`src/rtl/span_writer.sv`:
```
// span_writer -- rasterises horizontal spans into a frame buffer and clears
// the buffer on request.
//
// A span command (row y, inclusive columns x0..x1, colour, depth) is written
// one pixel at a time. Each written pixel is {z, colour}, with z in the MSBs.
// A new-frame request fills the whole buffer with {all-ones z, zero colour}
// in row-major order, then pulses o_clear_done.
//
// Optional feature, macro SPAN_WRITER_ZTEST_EN:
//   defined   - each pixel takes a read cycle (SPAN_RD) and then a write cycle
//               (SPAN_WR). The write happens only if the span depth is
//               strictly nearer (smaller) than the stored depth. A span of n
//               pixels takes 2n cycles.
//   undefined - each pixel is written unconditionally in one cycle. A span of
//               n pixels takes n cycles, and i_read_pixel_data is ignored.
//
// Ports:
//   i_clk, i_srst          clock, synchronous active-high reset
//   i_new_frame            one-cycle request to clear the buffer
//   i_span_valid/_ready    span command handshake (ready is combinational)
//   i_span_y/x0/x1         span row, first and last column (both inclusive)
//   i_span_color/z         span colour and depth (smaller z is nearer)
//   o_vert/horiz_write_addr  buffer address, shared by reads and writes
//   o_write_en             buffer write strobe
//   o_write_pixel_data     {z, colour}
//   i_read_pixel_data      buffer read data, one cycle after the address
//   o_raster_in_progress   busy, or a clear is still pending
//   o_clear_done           one-cycle pulse after the last clear write
module span_writer #(
  parameter int HORIZ_RESOLUTION = 640,
  parameter int VERT_RESOLUTION  = 480,
  parameter int COLOR_DEPTH      = 12,
  parameter int Z_DEPTH          = 2,
  localparam int X = $clog2(HORIZ_RESOLUTION),
  localparam int Y = $clog2(VERT_RESOLUTION),
  localparam int W = COLOR_DEPTH + Z_DEPTH
) (
  input  logic                   i_clk,
  input  logic                   i_srst,
  input  logic                   i_new_frame,
  input  logic                   i_span_valid,
  output logic                   o_span_ready,
  input  logic [Y-1:0]           i_span_y,
  input  logic [X-1:0]           i_span_x0,
  input  logic [X-1:0]           i_span_x1,
  input  logic [COLOR_DEPTH-1:0] i_span_color,
  input  logic [Z_DEPTH-1:0]     i_span_z,
  output logic [Y-1:0]           o_vert_write_addr,
  output logic [X-1:0]           o_horiz_write_addr,
  output logic                   o_write_en,
  output logic [W-1:0]           o_write_pixel_data,
  input  logic [W-1:0]           i_read_pixel_data,
  output logic                   o_raster_in_progress,
  output logic                   o_clear_done
);

  typedef enum logic [1:0] {IDLE, CLEAR, SPAN_RD, SPAN_WR} state_t;

  localparam logic [X-1:0] X_LAST     = X'(HORIZ_RESOLUTION - 1);
  localparam logic [Y-1:0] Y_LAST     = Y'(VERT_RESOLUTION - 1);
  localparam logic [W-1:0] CLEAR_WORD = {{Z_DEPTH{1'b1}}, {COLOR_DEPTH{1'b0}}};

  state_t       state;
  logic         clr_pend;   // clear requested while a span was running
  logic [X-1:0] sp_x1;      // clamped last column of the active span
  logic         we_q;
  logic         done_q;

  logic [X-1:0] x1_clamp;
  logic         span_ok;
  logic         accept;
  logic         clear_now;  // a clear is requested or still pending

  // Clamping x1 to the last column means x0 <= x1_clamp already implies that
  // x0 is on screen, so no separate x0 range test is needed.
  assign x1_clamp  = (i_span_x1 > X_LAST) ? X_LAST : i_span_x1;
  assign span_ok   = (i_span_x0 <= x1_clamp) && (i_span_y <= Y_LAST);

  assign o_span_ready = !i_srst && (state == IDLE) && !clr_pend && !i_new_frame;
  assign accept       = i_span_valid && o_span_ready;
  assign clear_now    = clr_pend || i_new_frame;

  assign o_raster_in_progress = (state != IDLE) || clr_pend;
  assign o_clear_done         = done_q;

  // Only the depth field of the read data matters, and only when the depth
  // test is built in.
  logic unused_rd;
  assign unused_rd = ^i_read_pixel_data;

`ifdef SPAN_WRITER_ZTEST_EN
  // Read data belongs to the address driven in the preceding SPAN_RD cycle,
  // so the write decision has to be combinational during SPAN_WR.
  logic z_pass;
  assign z_pass     = o_write_pixel_data[W-1 -: Z_DEPTH] < i_read_pixel_data[W-1 -: Z_DEPTH];
  assign o_write_en = we_q || ((state == SPAN_WR) && z_pass);
`else
  assign o_write_en = we_q;
`endif

  always_ff @(posedge i_clk) begin
    if (i_srst) begin
      state              <= IDLE;
      clr_pend           <= 1'b0;
      sp_x1              <= '0;
      we_q               <= 1'b0;
      done_q             <= 1'b0;
      o_vert_write_addr  <= '0;
      o_horiz_write_addr <= '0;
      o_write_pixel_data <= '0;
    end else begin
      done_q <= 1'b0;
      case (state)
        IDLE: begin
          if (clear_now) begin
            // A new frame beats a span offered in the same cycle (ready is low).
            state              <= CLEAR;
            clr_pend           <= 1'b0;
            o_vert_write_addr  <= '0;
            o_horiz_write_addr <= '0;
            o_write_pixel_data <= CLEAR_WORD;
            we_q               <= 1'b1;
          end else if (accept && span_ok) begin
            // Off-screen or empty spans are still accepted; they just never
            // leave IDLE.
            sp_x1              <= x1_clamp;
            o_vert_write_addr  <= i_span_y;
            o_horiz_write_addr <= i_span_x0;
            o_write_pixel_data <= {i_span_z, i_span_color};
`ifdef SPAN_WRITER_ZTEST_EN
            state              <= SPAN_RD;
            we_q               <= 1'b0;
`else
            state              <= SPAN_WR;
            we_q               <= 1'b1;
`endif
          end
        end

        CLEAR: begin
          // Requests that arrive during a clear are ignored.
          if (o_horiz_write_addr == X_LAST) begin
            if (o_vert_write_addr == Y_LAST) begin
              state  <= IDLE;
              we_q   <= 1'b0;
              done_q <= 1'b1;
            end else begin
              o_horiz_write_addr <= '0;
              o_vert_write_addr  <= o_vert_write_addr + 1'b1;
            end
          end else begin
            o_horiz_write_addr <= o_horiz_write_addr + 1'b1;
          end
        end

`ifdef SPAN_WRITER_ZTEST_EN
        SPAN_RD: begin
          if (i_new_frame) clr_pend <= 1'b1;
          state <= SPAN_WR;
        end
`endif

        SPAN_WR: begin
          if (o_horiz_write_addr == sp_x1) begin
            if (clear_now) begin
              // Go straight into the clear. A request in this same cycle is
              // merged with any request already pending.
              state              <= CLEAR;
              clr_pend           <= 1'b0;
              o_vert_write_addr  <= '0;
              o_horiz_write_addr <= '0;
              o_write_pixel_data <= CLEAR_WORD;
              we_q               <= 1'b1;
            end else begin
              state <= IDLE;
              we_q  <= 1'b0;
            end
          end else begin
            if (i_new_frame) clr_pend <= 1'b1;
            o_horiz_write_addr <= o_horiz_write_addr + 1'b1;
`ifdef SPAN_WRITER_ZTEST_EN
            state <= SPAN_RD;
`endif
          end
        end

        default: begin
          state <= IDLE;
          we_q  <= 1'b0;
        end
      endcase
    end
  end

endmodule
```
`config.mk`:
```
export PLATFORM = sky130hd
export DESIGN_NAME = span_writer
export DESIGN_NICKNAME = d
export VERILOG_FILES = /design/src/rtl/span_writer.sv
export SDC_FILE = /design/constraint.sdc
export NUM_CORES = 1
export LEC_CHECK = 0
export ABC_AREA = 1
export CAP_MARGIN = 20
export CORE_MARGIN = 5
export CORE_UTILIZATION = 40
export CTS_CLUSTER_DIAMETER = 50
export CTS_CLUSTER_SIZE = 14
export DETAILED_ROUTE_END_ITERATION = 7
export PLACE_DENSITY = 0.7
export SLEW_MARGIN = 15
export SYNTH_ARGS = -nofsm -noshare
export SYNTH_HDL_FRONTEND = slang
export SYNTH_SLANG_ARGS = --single-unit
```
`constraint.sdc`:
```
create_clock -name i_clk -period 3.1 [get_ports i_clk]
set_clock_uncertainty 0.1 [all_clocks]
set_input_delay 0.62 -clock i_clk [delete_from_list [all_inputs] [get_ports i_clk]]
set_output_delay 0.62 -clock i_clk [all_outputs]
set_load 0.1 [all_outputs]
```
==> impl_metrics.csv <==
group,metric,value,unit
cells_and_area,nNetsFinal,674,
critical_path,path_class,"in2reg",
critical_path,cpLargestDelayFamily,"simple AND/OR/NAND/NOR gates",
global_routing,grt_pass1_wl,14400,microns
placement,gp_congestion,0.856,
synth,synth-edff-count,0,
critical_path,critPathBufInv,3,
hold_path,hold_depth,2,
timing,min_period_over_period,0.896,
job,drv_cap,0,
route,num_vias,3379,
route,vias_per_cell,4.83,
synth,yosysMostFrequentCell,"nand2_1",
synth,synthDominantCellAreaShare,0.298,
synth,syn_area,3150,sq um
synth,ys_seq_area_frac,0.298,
hold_path,holdPathEnd,"o_write_pixel_data[8]$_SDFFE_PP0P_",
critical_path,required,3.20,ns
placement,port_buffers,83,
timing,fmax,360,MHz
floorplan,die_w,98.8,microns
status,status,"complete, no violations",
cells_and_area,utilization,0.552,
timing,finalHoldViolations,0,
timing,holdWs,0.371,ns
placement,dp_hpwl,6860,microns
floorplan,core.rowCount,32,
global_routing,grt_max_degree,21,
cts,postCtsSetupBuffers,0,
critical_path,cp.arrival,2.87,ns
global_routing,grt-ovfl-total,0,
route,drc,0,
timing,setup_slack,0.324,ns
critical_path,critPathMaxStageDelay,0.44,ns
critical_path,crit_top_cell,"nand2_1",
timing,relSlewSlack,0.663,
cells_and_area,multi_input_area,1910,sq um
cts,cts_buffers,5,
route,drt-pass1-iter-count,5,
timing,setup_violations,0,
floorplan,dieArea,9760,sq um
floorplan,core,7690,sq um
route,wl,8650,microns
floorplan,ios,98,
timing,period_needed,2.78,ns
critical_path,reg2reg_depth,10,
cts,cts_sinks,47,
cts,cts_root_buf,"clkbuf_8",
route,wire_per_inst,12.4,microns
cells_and_area,n_antenna_cell,0,
critical_path,start_kind,"primary input",
timing,tightest_slew,0.505,ns
synth,yosysTopAreaCell,"dfxtp_1",
cells_and_area,drive_gt1_frac,0.159,
synth,ys.flop_type,"dfxtp_1",
critical_path,path_cells,"clkdlybuf4s50_1 -> o21ai_2 -> inv_2 -> nor2_1 -> ha_1 -> nand2_1 -> nand2_1 -> nand2_1 -> nand2_1 -> nand2_1 -> nand3_1 -> nand2_1 -> nand2_2 -> nand2_4 -> nand2_4 -> nor2_2 -> buf_4 -> nand2_1 -> nand2_1 -> nor2_1",
synth,synthTopCellsByArea,"dfxtp_1, nand2_1, nor2_1, inv_1, ha_1",
placement,dpl_worst_slack,-0.162,ns
global_routing,grt_pass1_vias,3112,
critical_path,r2r-start,"o_horiz_write_addr[0]$_SDFFE_PP0P_",
timing,slew_viol_final,0,
cts,clkLatencyLatePin,0.30,ns
synth,synthTopCellsByCount,"nand2_1, nor2_1, inv_1",
cells_and_area,nFillCells,779,
cts,cts.reportedPaths.clkPinSlew,0.09,ns
critical_path,cp_max_fo,12,
placement,dpl_cell_area,4130,sq um
synth,synthesis.nets,578,
synth,synth.distinct_cells,35,
power_and_ir_drop,power_density,1140,nW/um^2
critical_path,cp-end-kind,"register",
critical_path,slowest_stage,"clkdlybuf4s50_1",
cts,ctsResizeCount,0,
synth,ys_ff_latch,47,
floorplan,start_util,0.410,
power_and_ir_drop,p_leak,2.03,nW
critical_path,rrSetupSlack,0.78,ns
route,drtIter0Drc,117,
global_routing,track_usage,0.174,
cells_and_area,fin_area,4240,sq um
cts,cts_max_level,2,
global_routing,grt_antenna_before_repair,0,
cts,cts_hold_buf,0,
cells_and_area,synthToLayoutAreaGrowth,34.5,%
synth,synthArstFlopShare,0,
cts,cts_tree,"built",
cts,cts_buffer_depth,2,
critical_path,regToRegEndpoint,"state[1]$_SDFFE_PP0P_",
hold_path,holdCritStartpoint,"o_write_pixel_data[8]$_SDFFE_PP0P_",
synth,yosysWarnings,0,
hold_path,min_path_type,"reg2reg",
floorplan,chipHeight,98.8,microns
route,ant_nets,0,
cells_and_area,regArea,941,sq um
power_and_ir_drop,vdd_drop_max,802,uV
synth,synthCells,501,
synth,syn_area_per_cell,6.30,sq um
sequential cells by signal, summed over array words and instances, names as in the netlist:
name                count
sp_x1                  10
o_vert_write_addr       9
clr_pend                1
o_horiz_write_addr     10
o_clear_done            1
o_write_pixel_data     14
state                   2
cell families after synthesis:
kind of cell	Yosys count	share of synthesized area
flip-flops	47	0.298
XOR/XNOR	6	0.0167
buffers and inverters	76	0.0996
AO/OA/AOI/OAI	65	0.114
adder cells (fa/ha/maj)	16	0.0635
AND/OR/NAND/NOR	291	0.408
metrics by stage:
step / power [mW] / TNS (ns) / instances
after floorplan: 3.69 / 0 / 501
after global placement: 4.34 / -2.02 / 692
after detailed placement: 4.39 / -4.53 / 692
after CTS: 4.85 / 0 / 699
after global routing: 5.15 / -0.00650 / 699
final: 4.83 / 0 / 699
power breakdown:
part	switching, mW	leakage (nW)	internal, mW
clock	0.208	0.0502	0.236
sequential	0.224	0.386	0.803
combinational	2.46	1.60	0.895
total	2.89	2.03	1.93
final cells by class:
type / count / area share
Clock inverter: 2 / 0.00885
Timing Repair Buffer: 103 / 0.218
Sequential cell: 47 / 0.222
Tap cell: 102 / 0.0301
Multi-Input combinational cell: 378 / 0.450
Inverter: 62 / 0.0549
Clock buffer: 5 / 0.0162
how the worst max path moves through the flow:
| stage | startpoint | end | slack, ns | cells past startpoint |
|---|---|---|---|---|
| floorplan | state[0]$_SDFFE_PP0P_ | o_raster_in_progress | 0.27 | 3 |
| global placement | i_span_x1[8] | o_vert_write_addr[4]$_SDFFE_PP0P_ | -0.09 | 20 |
| detailed placement | i_span_x1[7] | o_vert_write_addr[7]$_SDFFE_PP0P_ | -0.16 | 20 |
| CTS | i_span_x1[7] | o_vert_write_addr[7]$_SDFFE_PP0P_ | 0.17 | 20 |
| global route | i_span_x1[8] | o_vert_write_addr[7]$_SDFFE_PP0P_ | -0.007 | 20 |
| finish | i_span_x1[8] | o_vert_write_addr[2]$_SDFFE_PP0P_ | 0.32 | 20 |
layout by cell type (no fill, tap or decap), drive strengths merged:
master / instances
and2: 1
xnor2: 2
a21oi: 32
a22oi: 1
buf: 57
clkinvlp: 1
dfxtp: 47
nand4: 14
clkbuf: 5
nor2: 90
nand3: 24
ha: 16
o211ai: 1
bufinv: 1
clkinv: 1
or2: 5
nand2: 152
inv: 61
o31ai: 2
o21bai: 3
nor3: 3
clkdlybuf4s50: 46
a22o: 3
and3: 2
o211a: 1
xor2: 4
o21ai: 22
worst register-to-register path, delay by kind of cell (launching register included):
family	cells	cell delay, ns
AOI/OAI and AO/OA	1	0.19
adders and majority gates	1	0.23
buffers and inverters	1	0.06
DFF	1	0.43
and+or+nand+nor	7	1.20
routing by layer:
layer	wire (microns)	track usage
met1	3970	0.227
met2	4120	0.294
met3	448	0.0340
met4	111	0.0452
met5	0	0
Power figures use the tool's default switching activity.
